**config.mk**
```make
export PLATFORM = sky130hd
export DESIGN_NAME = mem_arbiter
export DESIGN_NICKNAME = d
export VERILOG_FILES = /design/src/rtl/mem_arbiter_pkg.sv /design/src/rtl/starve_counter.sv /design/src/rtl/mem_arbiter.sv
export SDC_FILE = /design/constraint.sdc
export NUM_CORES = 1
export LEC_CHECK = 0
export ABC_AREA = 1
export BUFFER_PORTS_ARGS = -buffer_cell sky130_fd_sc_hd__buf_2
export CAP_MARGIN = 30
export CORE_ASPECT_RATIO = 1.25
export CORE_MARGIN = 4
export CORE_UTILIZATION = 42
export DETAILED_ROUTE_END_ITERATION = 7
export PLACE_DENSITY_LB_ADDON = 0.2
export SKIP_CTS_REPAIR_TIMING = 1
export SLEW_MARGIN = 25
export SYNTH_ARGS = -nofsm -noshare
export SYNTH_HDL_FRONTEND = slang
export SYNTH_SLANG_ARGS = --single-unit
```
**constraint.sdc**
```tcl
create_clock -name clock -period 2.25 [get_ports clock]
set_clock_uncertainty 0.15 [all_clocks]
set_input_delay 0.3375 -clock clock [delete_from_list [all_inputs] [get_ports clock]]
set_output_delay 0.3375 -clock clock [all_outputs]
set_load 0.1 [all_outputs]
```
**src/rtl/mem_arbiter_pkg.sv**
```systemverilog
// Shared definitions for the image-memory arbiter: requester IDs, tag width and default widths.
package mem_arbiter_pkg;

    localparam int unsigned DefAddrW = 16;
    localparam int unsigned DefDataW = 16;
    localparam int unsigned TagW     = 2;

    typedef enum logic [TagW-1:0] {
        IdNone = 2'd0,
        IdVga  = 2'd1,
        IdHost = 2'd2,
        IdZoom = 2'd3
    } req_id_e;

endpackage

```
**src/rtl/starve_counter.sv**
```systemverilog
// Saturating wait counter: counts cycles a requester waits ungranted; o_sat forces it through.
module starve_counter #(
    parameter int unsigned STARVE_MAX = 15
) (
    input  logic clock,
    input  logic reset_n,
    input  logic i_req,
    input  logic i_gnt,
    output logic o_sat
);

    localparam int unsigned CntW = (STARVE_MAX < 1) ? 1 : $clog2(STARVE_MAX + 1);

    logic [CntW-1:0] r_cnt;
    logic [CntW-1:0] w_cnt_next;

    assign o_sat = (r_cnt == CntW'(STARVE_MAX));

    always_comb begin
        w_cnt_next = r_cnt;
        if (i_gnt) begin
            w_cnt_next = '0;
        end else if (i_req && !o_sat) begin
            w_cnt_next = r_cnt + 1'b1;
        end
    end

    always_ff @(posedge clock or negedge reset_n) begin
        if (!reset_n) begin
            r_cnt <= '0;
        end else begin
            r_cnt <= w_cnt_next;
        end
    end

endmodule

```
**src/rtl/mem_arbiter.sv**
```systemverilog
// Three-way image-memory arbiter: VGA priority, host/zoom round robin, starvation override,
// registered memory command port and a requester-tag pipeline that steers read data back.
module mem_arbiter
    import mem_arbiter_pkg::*;
#(
    parameter int unsigned ADDR_W     = DefAddrW,
    parameter int unsigned DATA_W     = DefDataW,
    parameter int unsigned RD_LAT     = 1,
    parameter int unsigned STARVE_MAX = 15
) (
    input  logic              clock,
    input  logic              reset_n,
    input  logic              vga_req,
    input  logic [ADDR_W-1:0] vga_addr,
    output logic              vga_gnt,
    output logic              vga_rvalid,
    output logic [DATA_W-1:0] vga_rdata,
    input  logic              host_req,
    input  logic              host_we,
    input  logic [ADDR_W-1:0] host_addr,
    input  logic [DATA_W-1:0] host_wdata,
    output logic              host_gnt,
    output logic              host_rvalid,
    output logic [DATA_W-1:0] host_rdata,
    input  logic              zoom_req,
    input  logic              zoom_we,
    input  logic [ADDR_W-1:0] zoom_addr,
    input  logic [DATA_W-1:0] zoom_wdata,
    output logic              zoom_gnt,
    output logic              zoom_rvalid,
    output logic [DATA_W-1:0] zoom_rdata,
    output logic [ADDR_W-1:0] mem_addr,
    output logic [DATA_W-1:0] mem_wdata,
    output logic              mem_we,
    input  logic [DATA_W-1:0] mem_rdata
);

    logic              w_host_sat;
    logic              w_zoom_sat;
    logic              w_host_force;
    logic              w_zoom_force;
    logic              r_prefer_zoom;
    req_id_e           w_winner;
    logic [ADDR_W-1:0] w_sel_addr;
    logic [DATA_W-1:0] w_sel_wdata;
    logic              w_sel_we;
    logic [ADDR_W-1:0] r_mem_addr;
    logic [DATA_W-1:0] r_mem_wdata;
    logic              r_mem_we;
    req_id_e           r_tag [0:RD_LAT];

    starve_counter #(
        .STARVE_MAX (STARVE_MAX)
    ) u_host_wait (
        .clock   (clock),
        .reset_n (reset_n),
        .i_req   (host_req),
        .i_gnt   (host_gnt),
        .o_sat   (w_host_sat)
    );

    starve_counter #(
        .STARVE_MAX (STARVE_MAX)
    ) u_zoom_wait (
        .clock   (clock),
        .reset_n (reset_n),
        .i_req   (zoom_req),
        .i_gnt   (zoom_gnt),
        .o_sat   (w_zoom_sat)
    );

    assign w_host_force = host_req && w_host_sat;
    assign w_zoom_force = zoom_req && w_zoom_sat;

    // A starved requester outranks VGA; the round-robin pointer breaks every host/zoom tie.
    always_comb begin
        w_winner = IdNone;
        if (!reset_n) begin
            w_winner = IdNone;
        end else if (w_host_force && w_zoom_force) begin
            w_winner = r_prefer_zoom ? IdZoom : IdHost;
        end else if (w_host_force) begin
            w_winner = IdHost;
        end else if (w_zoom_force) begin
            w_winner = IdZoom;
        end else if (vga_req) begin
            w_winner = IdVga;
        end else if (host_req && zoom_req) begin
            w_winner = r_prefer_zoom ? IdZoom : IdHost;
        end else if (host_req) begin
            w_winner = IdHost;
        end else if (zoom_req) begin
            w_winner = IdZoom;
        end
    end

    assign vga_gnt  = (w_winner == IdVga);
    assign host_gnt = (w_winner == IdHost);
    assign zoom_gnt = (w_winner == IdZoom);

    always_comb begin
        w_sel_addr  = r_mem_addr;
        w_sel_wdata = r_mem_wdata;
        w_sel_we    = 1'b0;
        unique case (w_winner)
            IdVga: begin
                w_sel_addr = vga_addr;
            end
            IdHost: begin
                w_sel_addr  = host_addr;
                w_sel_wdata = host_wdata;
                w_sel_we    = host_we;
            end
            IdZoom: begin
                w_sel_addr  = zoom_addr;
                w_sel_wdata = zoom_wdata;
                w_sel_we    = zoom_we;
            end
            default: begin
            end
        endcase
    end

    always_ff @(posedge clock or negedge reset_n) begin
        if (!reset_n) begin
            r_mem_addr    <= '0;
            r_mem_wdata   <= '0;
            r_mem_we      <= 1'b0;
            r_prefer_zoom <= 1'b0;
        end else begin
            r_mem_we <= 1'b0;
            if (w_winner != IdNone) begin
                r_mem_addr  <= w_sel_addr;
                r_mem_wdata <= w_sel_wdata;
                r_mem_we    <= w_sel_we;
            end
            if (w_winner == IdHost) begin
                r_prefer_zoom <= 1'b1;
            end else if (w_winner == IdZoom) begin
                r_prefer_zoom <= 1'b0;
            end
        end
    end

    // Stage 0 holds the tag of the read now on the memory port; stage RD_LAT meets its data.
    always_ff @(posedge clock or negedge reset_n) begin
        if (!reset_n) begin
            for (int i = 0; i <= int'(RD_LAT); i++) begin
                r_tag[i] <= IdNone;
            end
        end else begin
            r_tag[0] <= w_sel_we ? IdNone : w_winner;
            for (int i = 1; i <= int'(RD_LAT); i++) begin
                r_tag[i] <= r_tag[i-1];
            end
        end
    end

    assign mem_addr  = r_mem_addr;
    assign mem_wdata = r_mem_wdata;
    assign mem_we    = r_mem_we;

    assign vga_rvalid  = (r_tag[RD_LAT] == IdVga);
    assign host_rvalid = (r_tag[RD_LAT] == IdHost);
    assign zoom_rvalid = (r_tag[RD_LAT] == IdZoom);

    assign vga_rdata  = mem_rdata;
    assign host_rdata = mem_rdata;
    assign zoom_rdata = mem_rdata;

endmodule

```
Yosys cells after proc, flatten, opt, wreduce, memory -nomap -nowiden
Cells that the tools add are included.
{"block": "totals", "regBits": 46, "inputBits": 103, "out_inout_bits": 87, "wordCells": 53}
{"block": "op_classes", "add_sub_neg": 2, "eq_ne": 8, "muxes": 20, "n_reduce_logical": 15}
{"cell": "16-bit case mux with 3 select lines", "n": 1}
{"cell": "16-bit case mux with 2 select lines", "n": 1}
{"cell": "2-bit two-way mux", "n": 9}
{"cell": "4-bit two-way mux", "n": 4}
{"cell": "4-bit by 1-bit adder with 4-bit output, second input constant", "n": 2}
{"cell": "2-bit equality test, second input constant", "n": 4}
{"cell": "4-bit equality test, second input constant", "n": 2}
{"cell": "2-bit nonzero test", "n": 4}
{"cell": "1-bit logical AND", "n": 6}
{"cell": "2-bit by 1-bit equality test with 1-bit output, second input constant", "n": 2}
{"cell": "1-bit two-way mux", "n": 4}
{"cell": "2-bit AND reduction", "n": 2}
{"cell": "3-bit nonzero test", "n": 1}
{"cell": "1-bit zero test", "n": 2}
{"cell": "1-bit case mux with 2 select lines", "n": 1}

Longest topological paths before layout
Gate-level depths: netlist of the first run.
{"block": "depth", "depth_word": 11, "depth_mapped": 12, "depth_no_buf": 12}

By module
A second synthesis of the first run with hierarchy kept.
{"block": "hier_totals", "cells_unflattened": 382, "area_unflattened_um2": 2956.6}
{"mod": "mem_arbiter", "n_inst": 1, "cells_per_inst": 324, "area_each_um2": 2506.2, "seq_area_each_um2": 950.9}
{"mod": "starve_counter", "n_inst": 2, "cells_per_inst": 29, "area_each_um2": 225.2, "seq_area_each_um2": 100.1}

Least setup slack after synthesis of the first run
Ideal clock, no wire load.
{"block": "synth_timing", "path_kind": "register to output", "start": "reg u_host_wait.r_cnt[0]", "end": "out vga_gnt", "arrival_time_ns": 2.561, "required_time_ns": 1.762, "path_slack_ns": -0.799, "stages_incl_launch_ff": 9, "path_buffers": 2, "path_cell_list": "dfrtp_1 ha_1 nand4_1 nand3_2 nand2_4 inv_2 buf_6 buf_6 nor2_1"}
{"block": "synth_between", "elab_chain_cells": 6, "elab_cells_between_ends": 7, "classes_between": "eq/ne (2); mux (3); reduce/logical (2)"}
{"element": "start: declaration", "line": "starve_counter.sv:14", "rtl": "logic [CntW-1:0] r_cnt;"}
{"element": "start signal: assignment", "line": "starve_counter.sv:32", "rtl": "r_cnt <= w_cnt_next;"}
{"element": "4-bit equality test (*)", "line": "starve_counter.sv:17", "rtl": "assign o_sat = (r_cnt == CntW'(STARVE_MAX));"}
{"element": "1-bit logical AND (*)", "line": "mem_arbiter.sv:72", "rtl": "assign w_host_force = host_req && w_host_sat;"}
{"element": "2-bit two-way mux / 1-bit logical AND (equally long branches)", "line": "mem_arbiter.sv:82, mem_arbiter.sv:80"}
{"element": "2-bit two-way mux (*)", "line": "mem_arbiter.sv:80", "rtl": "end else if (w_host_force && w_zoom_force) begin"}
{"element": "2-bit two-way mux (*)", "line": "mem_arbiter.sv:78", "rtl": "if (!reset_n) begin"}
{"element": "2-bit by 1-bit equality test with 1-bit output (*)", "line": "mem_arbiter.sv:97", "rtl": "assign vga_gnt = (w_winner == IdVga);"}
{"element": "end: declaration", "line": "mem_arbiter.sv:15", "rtl": "output logic vga_gnt,"}
Mark *: on every way between the ends. The rest lies on a longest branch, timed or not.

Worst setup path after layout of the first run
{"block": "layout_timing", "start": "reg u_host_wait.r_cnt[0]", "end": "out zoom_gnt"}
{"block": "layout_between", "elab_chain_cells": 6, "elab_cells_between_ends": 7, "classes_between": "eq/ne (2); mux (3); reduce/logical (2)"}
{"element": "4-bit equality test (*)", "line": "starve_counter.sv:17"}
{"element": "1-bit logical AND (*)", "line": "mem_arbiter.sv:72"}
{"element": "2-bit two-way mux / 1-bit logical AND (equally long branches)", "line": "mem_arbiter.sv:82, mem_arbiter.sv:80"}
{"element": "2-bit two-way mux (*)", "line": "mem_arbiter.sv:80"}
{"element": "2-bit two-way mux (*)", "line": "mem_arbiter.sv:78"}
{"element": "2-bit equality test (*)", "line": "mem_arbiter.sv:99", "rtl": "assign zoom_gnt = (w_winner == IdZoom);"}
{"element": "end: declaration", "line": "mem_arbiter.sv:29", "rtl": "output logic zoom_gnt,"}
Marked as above.

==> run metrics, run 1 <==
grt ovf=0; Worst Tran Pin Value=between 0.5 and 0.6 ns; Worst EP arrival=1.76 ns; Iter 0 DRT Violations=55; number of search-and-repair iterations in the first detailed-routing pass=4; global placement routability congestion=0.765; count of buffers from port buffering=125; kind of start point of the critical path=flip-flop; hold crit path type=in -> async; post-synth net total=466; leading cell types in the layout, fill and taps excluded=sky130_fd_sc_hd__buf_2, sky130_fd_sc_hd__nand2_1, sky130_fd_sc_hd__nand3_1; violated checks=hold timing; critical path class=reg -> out; YS warnings=0; wire length of the first global-routing pass=10500 um; final count of pins violating max slew=0; EDFF count, synth=0; compound-gate portion of the synthesized area=4.79%; clock tree sinks=46; max capacitance violation total=0; die outline width=approximately 81 um; syn_area_per_cell=roughly 8 um^2; outcome=finished with violations; post-route worst hold slack=-0.282 ns; xor and xnor area share after synthesis=roughly 1.6%; placed wire-length estimate=5210 um; setup repair after global routing missed its margin=yes; largest buffer count on any clock path=2; number of buffers created by CTS=5; peak supply drop=~0.0005 V; share of the yosys chip area belonging to registers=40.8%; Async S/R FF share, synth=100%; multiplexer fraction of the synthesized cell area=0%; initial core utilization=43.0%; achievable clock frequency=445 MHz; layout cell share with drive strength beyond 1=approximately 38%; area of the multi-input gates=1160 um^2; overall routed net length=6730 um; max_slew headroom=about 63%; CTS tree=yes; setup TNS after final layout=0 ns; Avg Vias per Cell=around 4.6; ant diodes=0; Synth Instances=361; DRT antenna net count=0; fraction of the mapped netlist area in adder cells=less than 1%; overall routing resource usage=16.3%; number of global-route vias before repair=2293; endpoint kind of the worst setup timing path=output pin; vertical die dimension=99.7 um; PwrDens=1000 nW/um^2; Lkg Pwr=about 1.9 nW; ratio of final minimum period to clock period=99.8%; initial antenna violation count=0; main flop type after synthesis=sky130_fd_sc_hd__dfrtp_1; flip-flop and latch area=1150 um^2; Skew-Pair Late Insertion Delay=about 0.29 ns; count of pins on the block boundary=190; synthesis-to-layout area growth=24.4%; Non-Filler Instances=535; final number of hold-violating endpoints=1; overall power consumption=0.00351 W; Synth Register Bits=between 40 and 50; area of the core=6570 um^2; dominant combinational cell family by area after synthesis=simple AND/OR/NAND/NOR gates; minimum period implied by the final worst setup slack=2.25 ns; Layout fillers=649; post-detailed-route wirelength per cell=between 10 and 15 um; # DRC=0; H-Tree Level Count=2; maximum fanout along the worst path=6; most common library cell in the layout ignoring fill and taps=sky130_fd_sc_hd__buf_2; post-synthesis cell area=2820 um^2; clock transition at the register clock pins on the worst setup and hold paths after CTS=0.08 ns; largest net degree at the start of global routing=46; number of setup violations in the final report=0; total via count in the routed design=2484; simple-gate share of the synthesized area=between 30% and 40%; clk root buf=sky130_fd_sc_hd__clkbuf_8; Finished Core Util=roughly 53%; placed insts=slightly above 500; final net count=552; number of distinct standard cells referenced by the synthesized netlist=25; required time of the worst setup path=roughly 1.8 ns; number of rows created at floorplan=33; floorplan die area=8110 um^2
flip-flops by register name (all words and copies together) (netlist names):
register,count
mem_addr,16
mem_wdata,16
r_tag,4
u_host_wait.r_cnt,4
u_zoom_wait.r_cnt,4
mem_we,1
r_prefer_zoom,1
metrics by stage:
step                instance area (um^2)  worst slack (ns)
floorplan                           2840            0.0242
global placement                    3240             0.144
detailed placement                  3240             0.131
CTS                                 3390            -0.202
global route                        3510           -0.0980
finish                              3510           0.00420
final cells by class:
cell class	instances	share of cell area, %
multi-input cells	223	33.1
flip-flops and latches	46	32.8
repair buffers	142	23.8
inverters	29	3.17
well taps	87	3.10
clock buffers	6	2.35
clock inverters	2	1.71
cell usage after synthesis, types with 3 or more instances:
| cell | count | area (um^2) |
|---|---|---|
| sky130_fd_sc_hd__nor2_1 | 21 | 78.8 |
| sky130_fd_sc_hd__or2_1 | 6 | 37.5 |
| sky130_fd_sc_hd__buf_4 | 50 | 375 |
| sky130_fd_sc_hd__xor2_1 | 5 | 43.8 |
| sky130_fd_sc_hd__dfrtp_1 | 46 | 1150 |
| sky130_fd_sc_hd__o21bai_1 | 12 | 90.1 |
| sky130_fd_sc_hd__a21oi_1 | 5 | 25.0 |
| sky130_fd_sc_hd__nand3_1 | 58 | 290 |
| sky130_fd_sc_hd__nand2_1 | 91 | 342 |
| sky130_fd_sc_hd__nand4_1 | 3 | 18.8 |
| sky130_fd_sc_hd__nand2_4 | 3 | 33.8 |
| sky130_fd_sc_hd__buf_6 | 4 | 45.0 |
| sky130_fd_sc_hd__buf_2 | 7 | 35.0 |
| sky130_fd_sc_hd__or2_0 | 8 | 50.1 |
| sky130_fd_sc_hd__inv_1 | 26 | 97.6 |
final timing paths:
check	cells past startpoint	to	start	slack, ns
setup / recovery	9	zoom_gnt	u_host_wait.r_cnt[0]$_DFFE_PN0P_	0.004
hold / removal	1	r_prefer_zoom$_DFFE_PN0N_	reset_n	-0.28
setup reg to reg	13	mem_addr[7]$_DFFE_PN0P_	u_host_wait.r_cnt[1]$_DFFE_PN0P_	0.15
hold reg to reg	0	r_tag[1]$_DFF_PN0_	r_tag[3]$_DFF_PN0_	0.20
max in group asynchronous	2	u_host_wait.r_cnt[0]$_DFFE_PN0P_	reset_n	1.45
min in group clock	3	mem_wdata[11]$_DFFE_PN0P_	host_wdata[11]	0.10
critical path, cell delays in order, from the launching register on:
cell,delay (ns)
sky130_fd_sc_hd__dfrtp_1,0.43
sky130_fd_sc_hd__ha_4,0.19
sky130_fd_sc_hd__nand2_2,0.05
sky130_fd_sc_hd__nor2_2,0.04
sky130_fd_sc_hd__nand2_2,0.07
sky130_fd_sc_hd__nor2_2,0.05
sky130_fd_sc_hd__nor2_2,0.12
sky130_fd_sc_hd__nand2_4,0.10
sky130_fd_sc_hd__nor2_4,0.21
sky130_fd_sc_hd__buf_12,0.20
power breakdown:
part           leakage [nW]  total, W  switching (W)  internal, W
Combinational          1.24   0.00161        0.00123     0.000382
Clock                0.0714  0.000740       0.000267     0.000474
Sequential            0.557   0.00116       0.000145      0.00101
Total                  1.87   0.00351        0.00164      0.00187
layer usage:
| metal | share of wire (%) | GRT usage [%] | vias to the layer above |
|---|---|---|---|
| met3 | 9.9 | 4.53 | 10 |
| met1 | 40 | 18.7 | 1094 |
| met5 | 0 | 0 | - |
| met4 | 1.4 | 4.55 | 0 |
| li1 | - | - | 1261 |
| met2 | 48 | 29.1 | 119 |
cells by family after synthesis:
| family | count (synthesis) |
|---|---|
| AO/OA/AOI/OAI | 21 |
| XOR/XNOR | 5 |
| adder cells (fa/ha/maj) | 2 |
| buffers and inverters | 92 |
| flip-flops | 46 |
| AND/OR/NAND/NOR | 195 |
(Power assumes the default switching activity.)
==> run 2, diff against run 1 <==
- ABC_AREA: 1 -> 0
- CORE_UTILIZATION: 42 -> 41
==> run 2 against run 1 <==
Net effect: the flow finishes with violations (setup timing); hold slack improved by 0.33 ns; routed wire length rose by 4.4%; synthesized area fell by 7.2%; sequential power barely moved; critical path depth fell by 3; cell count fell by 10%; maximum frequency fell by 5.5%; count of clock-buffer cells in the layout fell by 1; final area fell by 8.2%; non-clock buffer count did not move; clock power fell by 17%; sequential share of layout area rose by 2.9 points; largest power group unchanged.
==> run metrics, run 2 <==
floorplan die area=7740 um^2 (was 8110 um^2); layout cell share with drive strength beyond 1=39.7% (was 37.7%); highest routing layer actually used=met4 (unchanged); post-synth net total=416 (was 466); ant diodes=0 (unchanged); minimum period implied by the final worst setup slack=2.38 ns (was 2.25 ns); total via count in the routed design=2373 (was 2484); achievable clock frequency=421 MHz (was 445 MHz); cell types occupying the most area after synthesis=sky130_fd_sc_hd__dfrtp_1, sky130_fd_sc_hd__buf_4, sky130_fd_sc_hd__a21oi_1, sky130_fd_sc_hd__nand2_1, sky130_fd_sc_hd__a22oi_1 (was sky130_fd_sc_hd__dfrtp_1, sky130_fd_sc_hd__buf_4, sky130_fd_sc_hd__nand2_1, sky130_fd_sc_hd__nand3_1, sky130_fd_sc_hd__inv_1); final net count=499 (was 552); length of routed met3 wiring=558 um (was 665 um); # DRC=0 (unchanged); flop-to-flop setup slack=0.16 ns (was 0.15 ns); overall routing resource usage=18.5% (was 16.3%); number of buffers created by CTS=5 (unchanged); commonest cells in the synthesized netlist=sky130_fd_sc_hd__a21oi_1, sky130_fd_sc_hd__nand2_1, sky130_fd_sc_hd__buf_4, sky130_fd_sc_hd__dfrtp_1, sky130_fd_sc_hd__nor2_1 (was sky130_fd_sc_hd__nand2_1, sky130_fd_sc_hd__nand3_1, sky130_fd_sc_hd__buf_4, sky130_fd_sc_hd__dfrtp_1, sky130_fd_sc_hd__inv_1); fraction of power consumed by sequential logic=33.0% (about the same); Net Sw Frac=50.3% (was 46.8%); required time of the worst setup path=1.76 ns (about the same); post-route setup slack=-0.125 ns (was 0.00420 ns); clk root buf=sky130_fd_sc_hd__clkbuf_8 (unchanged); critical path class=reg -> out (unchanged); max capacitance violation total=0 (unchanged); outcome=finished with violations (unchanged); largest net degree at the start of global routing=52 (was 46); R2R Path Start=u_zoom_wait.r_cnt[0]$_DFFE_PN0P_ (was u_host_wait.r_cnt[1]$_DFFE_PN0P_); area after detailed placement=3030 um^2 (was 3240 um^2); post-detailed-route wirelength per cell=14.6 um (was 12.6 um); final number of hold-violating endpoints=0 (was 1); Worst Tran Pin Value=0.533 ns (was 0.562 ns); die outline width=79.5 um (was 81.3 um); Avg Vias per Cell=4.94 (was 4.64); Iter 0 DRT Violations=66 (was 55); final count of pins violating max slew=0 (unchanged); PwrDens=1100 nW/um^2 (was 1000 nW/um^2); synthesis-to-layout area growth=23.0% (was 24.4%); EDFF count, synth=0 (unchanged); Synth Register Bits=46 (unchanged); Skew-Pair Late Insertion Delay=0.30 ns (was 0.29 ns); Comb pwr share=49.7% (was 45.9%); wire length of the first global-routing pass=11400 um (was 10500 um); Lkg Pwr=1.66 nW (was 1.87 nW); maximum fanout along the worst path=4 (was 6); CTS tree=yes (unchanged); global placement routability congestion=0.799 (was 0.765); Yosys top cell by area=sky130_fd_sc_hd__dfrtp_1 (unchanged); grt ovf=0 (unchanged); most frequently used cell type in the post-synthesis netlist=sky130_fd_sc_hd__a21oi_1 (was sky130_fd_sc_hd__nand2_1); H-Tree Level Count=2 (unchanged); syn_area_per_cell=8.43 um^2 (was 7.82 um^2); violated checks=setup timing (was hold timing); met2 WL=3650 um (was 3250 um); post-synth top area share=43.9% (was 40.8%); endpoint kind of the worst setup timing path=output pin (unchanged); post-route cell area=3220 um^2 (was 3510 um^2); post-synthesis cell area=2620 um^2 (was 2820 um^2); initial antenna violation count=0 (unchanged); overall routed net length=7030 um (was 6730 um); number of rows created at floorplan=32 (was 33); most common library cell in the layout ignoring fill and taps=sky130_fd_sc_hd__buf_2 (unchanged); Clk network pwr share=17.3% (was 21.1%); Synth Instances=311 (was 361); ratio of final minimum period to clock period=106% (was 99.8%); number of setup violations in the final report=3 (was 0); max_slew headroom=64.4% (was 62.5%); Finished Core Util=52.0% (was 53.5%); Sw Pwr=0.00178 W (was 0.00164 W); Async S/R FF share, synth=100% (unchanged); wire length the detailed router placed on met1=2680 um (was 2720 um); count of pins on the block boundary=190 (unchanged); Int Power=0.00176 W (was 0.00187 W); placed wire-length estimate=5110 um (was 5210 um); peak supply drop=0.000565 V (was 0.000503 V); number of global-route vias before repair=2411 (was 2293); YS warnings=0 (unchanged); largest buffer count on any clock path=2 (unchanged); setup repair after global routing missed its margin=yes (unchanged); DRT antenna net count=0 (unchanged); number of cells traversed by the worst register-to-register path=7 (was 13); count of buffers from port buffering=125 (unchanged); leading cell types in the layout, fill and taps excluded=sky130_fd_sc_hd__buf_2, sky130_fd_sc_hd__a21oi_1, sky130_fd_sc_hd__nand2_1 (was sky130_fd_sc_hd__buf_2, sky130_fd_sc_hd__nand2_1, sky130_fd_sc_hd__nand3_1); number of distinct standard cells referenced by the synthesized netlist=26 (was 25); kind of start point of the critical path=flip-flop (unchanged); hold crit path type=in -> async (unchanged); clock transition at the register clock pins on the worst setup and hold paths after CTS=0.09 ns (was 0.08 ns); initial core utilization=42.2% (was 43.0%); share of the yosys chip area belonging to registers=43.9% (was 40.8%); Reg2Reg Capture Point=mem_addr[2]$_DFFE_PN0P_ (was mem_addr[7]$_DFFE_PN0P_); vertical die dimension=97.4 um (was 99.7 um); Layout fillers=626 (was 649); clock tree sinks=46 (unchanged); main flop type after synthesis=sky130_fd_sc_hd__dfrtp_1 (unchanged); number of search-and-repair iterations in the first detailed-routing pass=4 (unchanged); Worst EP arrival=1.89 ns (was 1.76 ns); area of the core=6210 um^2 (was 6570 um^2); post-route worst hold slack=0.0434 ns (was -0.282 ns)
run 2: power by group through the flow:
stage / logic, W / registers (W) / clock network [W]
after floorplan: 0.000844 / 0.00207 / 0
after global placement: 0.00168 / 0.00117 / 0
after detailed placement: 0.00170 / 0.00117 / 0
after CTS: 0.00170 / 0.00116 / 0.000632
after global routing: 0.00187 / 0.00119 / 0.000658
final: 0.00176 / 0.00117 / 0.000612
run 2: worst max-delay path, cell delays in order, from the launching register on:
cell and delay (ns):
sky130_fd_sc_hd__dfrtp_1 0.39, sky130_fd_sc_hd__ha_2 0.20, sky130_fd_sc_hd__nand4_1 0.13, sky130_fd_sc_hd__o2111a_1 0.32, sky130_fd_sc_hd__a21o_1 0.20, sky130_fd_sc_hd__nor2_4 0.16
sky130_fd_sc_hd__buf_12 0.19
run 2: routing by layer:
layer,global-route usage [%],vias up
met3,5.57,15
met5,0,-
li1,-,1160
met4,8.60,0
met1,21.9,1126
met2,30.2,72
run 2: cell families (layout without fill, tap and decap cells):
group	after synthesis	after routing	share of synthesized area [%]
AND/OR/NAND/NOR	101	101	15.9
AO/OA/AOI/OAI	89	89	19.6
buffers and inverters	67	151	17.6
flip-flops	46	46	43.9
XOR/XNOR	5	5	1.67
adder cells (fa/ha/maj)	2	2	0.955
multiplexers	1	1	0.382
run 2: final cells by class:
class                      count  area (um^2)  area share, %
tap                           85          106           3.30
sequential                    46         1150           35.7
multi-input combinational    198         1040           32.3
clock buffer                   5         68.8           2.13
clock inverter                 3         40.0           1.24
inverter                       1         3.75          0.116
timing repair buffer         142          813           25.2
run 2: worst max path at each step:
stage	start	end
final	u_host_wait.r_cnt[1]$_DFFE_PN0P_	host_gnt
after global routing	u_host_wait.r_cnt[1]$_DFFE_PN0P_	host_gnt
after CTS	u_host_wait.r_cnt[0]$_DFFE_PN0P_	host_gnt
after detailed placement	u_host_wait.r_cnt[0]$_DFFE_PN0P_	mem_addr[4]$_DFFE_PN0P_
after global placement	u_zoom_wait.r_cnt[0]$_DFFE_PN0P_	mem_addr[2]$_DFFE_PN0P_
after floorplan	u_host_wait.r_cnt[0]$_DFFE_PN0P_	vga_gnt
run 2: through the flow:
step	setup TNS (ns)	power (W)	instances	worst slack (ns)
after global routing	-0.511	0.00372	480	-0.240
after global placement	0	0.00285	462	0.153
after CTS	-0.493	0.00349	470	-0.195
after detailed placement	0	0.00287	462	0.105
after floorplan	0	0.00291	311	0.0231
final	-0.197	0.00354	480	-0.125
==> run 3, diff against run 2 <==
==> constraint.sdc (replaced) <==
create_clock -name clock -period 2.25 [get_ports clock]
set_clock_uncertainty 0.15 [all_clocks]
set_input_delay 0.45 -clock clock [delete_from_list [all_inputs] [get_ports clock]]
set_output_delay 0.45 -clock clock [all_outputs]
set_load 0.1 [all_outputs]
==> run 3 against run 2 <==
Net effect: critical path depth stayed put; core utilization is 1.7 points higher; sequential share of layout area is 1.1 points lower; largest power group unchanged; largest cell class unchanged; flip-flop and latch count stayed put; the flow still finishes with violations (setup timing).
==> run metrics, run 3 (synthesis gave the netlist of run 2 again) <==
post-detailed-route wirelength per cell=14.3 um (was 14.6 um); most common library cell in the layout ignoring fill and taps=sky130_fd_sc_hd__buf_2 (unchanged); peak supply drop=0.000516 V (was 0.000565 V); max capacitance violation total=0 (unchanged); overall routed net length=7000 um (was 7030 um); Skew-Pair Late Insertion Delay=0.29 ns (was 0.30 ns); clk root buf=sky130_fd_sc_hd__clkbuf_8 (unchanged); minimum period implied by the final worst setup slack=2.47 ns (was 2.38 ns); CTS tree=yes (unchanged); placed wire-length estimate=4970 um (was 5110 um); post-route worst hold slack=0.0350 ns (was 0.0434 ns); count of pins on the block boundary=190 (unchanged); die outline width=79.5 um (unchanged); PwrDens=1050 nW/um^2 (was 1100 nW/um^2); kind of start point of the critical path=flip-flop (unchanged); layout cell share with drive strength beyond 1=42.2% (was 39.7%); setup TNS after final layout=-0.441 ns (was -0.197 ns); DRT antenna net count=0 (unchanged); synthesis-to-layout area growth=27.0% (was 23.0%); leading cell types in the layout, fill and taps excluded=sky130_fd_sc_hd__buf_2, sky130_fd_sc_hd__a21oi_1, sky130_fd_sc_hd__nand2_1 (unchanged); initial core utilization=42.2% (unchanged); final net count=507 (was 499); overall routing resource usage=17.5% (was 18.5%); Layout fillers=635 (was 626); achievable clock frequency=405 MHz (was 421 MHz); Avg Vias per Cell=4.96 (was 4.94); critical path class=reg -> out (unchanged); final number of hold-violating endpoints=0 (unchanged); clock transition at the register clock pins on the worst setup and hold paths after CTS=0.08 ns (was 0.09 ns); number of setup violations in the final report=3 (unchanged); number of global-route vias before repair=2407 (was 2411); endpoint kind of the worst setup timing path=output pin (unchanged); Lkg Pwr=1.72 nW (was 1.66 nW); area of the core=6210 um^2 (unchanged); hold crit path type=in -> async (unchanged); Worst Tran Pin Value=0.518 ns (was 0.533 ns); total via count in the routed design=2422 (was 2373); ratio of final minimum period to clock period=110% (was 106%); final count of pins violating max slew=0 (unchanged); overall power consumption=0.00348 W (was 0.00354 W); largest net degree at the start of global routing=52 (unchanged); initial antenna violation count=0 (unchanged); violated checks=setup timing (unchanged); H-Tree Level Count=2 (unchanged); global placement routability congestion=0.762 (was 0.799); outcome=finished with violations (unchanged); setup repair after global routing missed its margin=yes (unchanged); post-route setup slack=-0.222 ns (was -0.125 ns); # DRC=0 (unchanged); ant diodes=0 (unchanged); Worst EP arrival=1.87 ns (was 1.89 ns); wire length of the first global-routing pass=10900 um (was 11400 um); max_slew headroom=65.5% (was 64.4%); grt ovf=0 (unchanged); number of buffers created by CTS=5 (unchanged); clock tree sinks=46 (unchanged); number of search-and-repair iterations in the first detailed-routing pass=4 (unchanged); count of buffers from port buffering=125 (unchanged); maximum fanout along the worst path=3 (was 4); largest buffer count on any clock path=2 (unchanged); required time of the worst setup path=1.65 ns (was 1.76 ns); Iter 0 DRT Violations=77 (was 66); vertical die dimension=97.4 um (unchanged); floorplan die area=7740 um^2 (unchanged); number of rows created at floorplan=32 (unchanged)
==> run 3: changes by cell type in the layout (fill, tap and decap cells not counted), sizes merged <==
cell,change
bufinv,-1
clkbuf,+3
clkinvlp,+1
clkinv,-1
dlygate4sd3,-1
buf,+7
==> run 3: path summary, 6_finish.rpt <==
kind / start / slack [ns] / cells past startpoint / to
setup / recovery: u_host_wait.r_cnt[0]$_DFFE_PN0P_ / -0.22 / 6 / host_gnt
hold / removal: reset_n / 0.04 / 2 / r_prefer_zoom$_DFFE_PN0N_
setup reg to reg: u_host_wait.r_cnt[0]$_DFFE_PN0P_ / 0.12 / 8 / mem_addr[12]$_DFFE_PN0P_
hold reg to reg: r_tag[3]$_DFF_PN0_ / 0.21 / 0 / r_tag[1]$_DFF_PN0_
max in group asynchronous: reset_n / 1.52 / 2 / mem_wdata[10]$_DFFE_PN0P_
min in group clock: r_tag[3]$_DFF_PN0_ / 0.21 / 0 / r_tag[1]$_DFF_PN0_
==> run 3: power by group <==
part,leakage (nW),switching (W),internal [W]
clock,0.0472,0.000268,0.000247
combinational,1.13,0.00138,0.000436
sequential,0.537,0.000132,0.00102
total,1.72,0.00178,0.00171
==> run 3: worst max-delay path, cell delays in order (launching register included) <==
cell and delay, ns:
sky130_fd_sc_hd__dfrtp_1 0.37, sky130_fd_sc_hd__ha_2 0.20, sky130_fd_sc_hd__nand4_1 0.14, sky130_fd_sc_hd__o2111a_2 0.31
sky130_fd_sc_hd__a21o_1 0.20, sky130_fd_sc_hd__nor2_4 0.17, sky130_fd_sc_hd__buf_12 0.19
==> run 3: layer usage <==
metal,up-vias,track usage [%],wire length (um)
li1,1185,-,-
met1,1160,20.2,2790
met2,62,30.5,3650
met3,15,4.73,459
met4,0,5.95,99
met5,-,0,0
==> run 3: area by class of cell <==
type / count / area, um^2 / share of cell area, %
clock buffers: 6 / 82.6 / 2.48
well taps: 85 / 106 / 3.19
multi-input cells: 198 / 1060 / 31.9
repair buffers: 150 / 910 / 27.3
inverters: 1 / 3.75 / 0.113
clock inverters: 2 / 12.5 / 0.376
flip-flops and latches: 46 / 1150 / 34.6
==> run 3: metrics by stage <==
stage	area, um^2	utilization, %	instances	setup slack, ns
global route	3330	53.6	488	-0.299
finish	3330	53.6	488	-0.222
floorplan	2650	-	311	-0.152
CTS	3150	50.7	475	-0.295
global placement	3050	49.2	467	0.0427
detailed placement	3050	49.2	467	0.0200
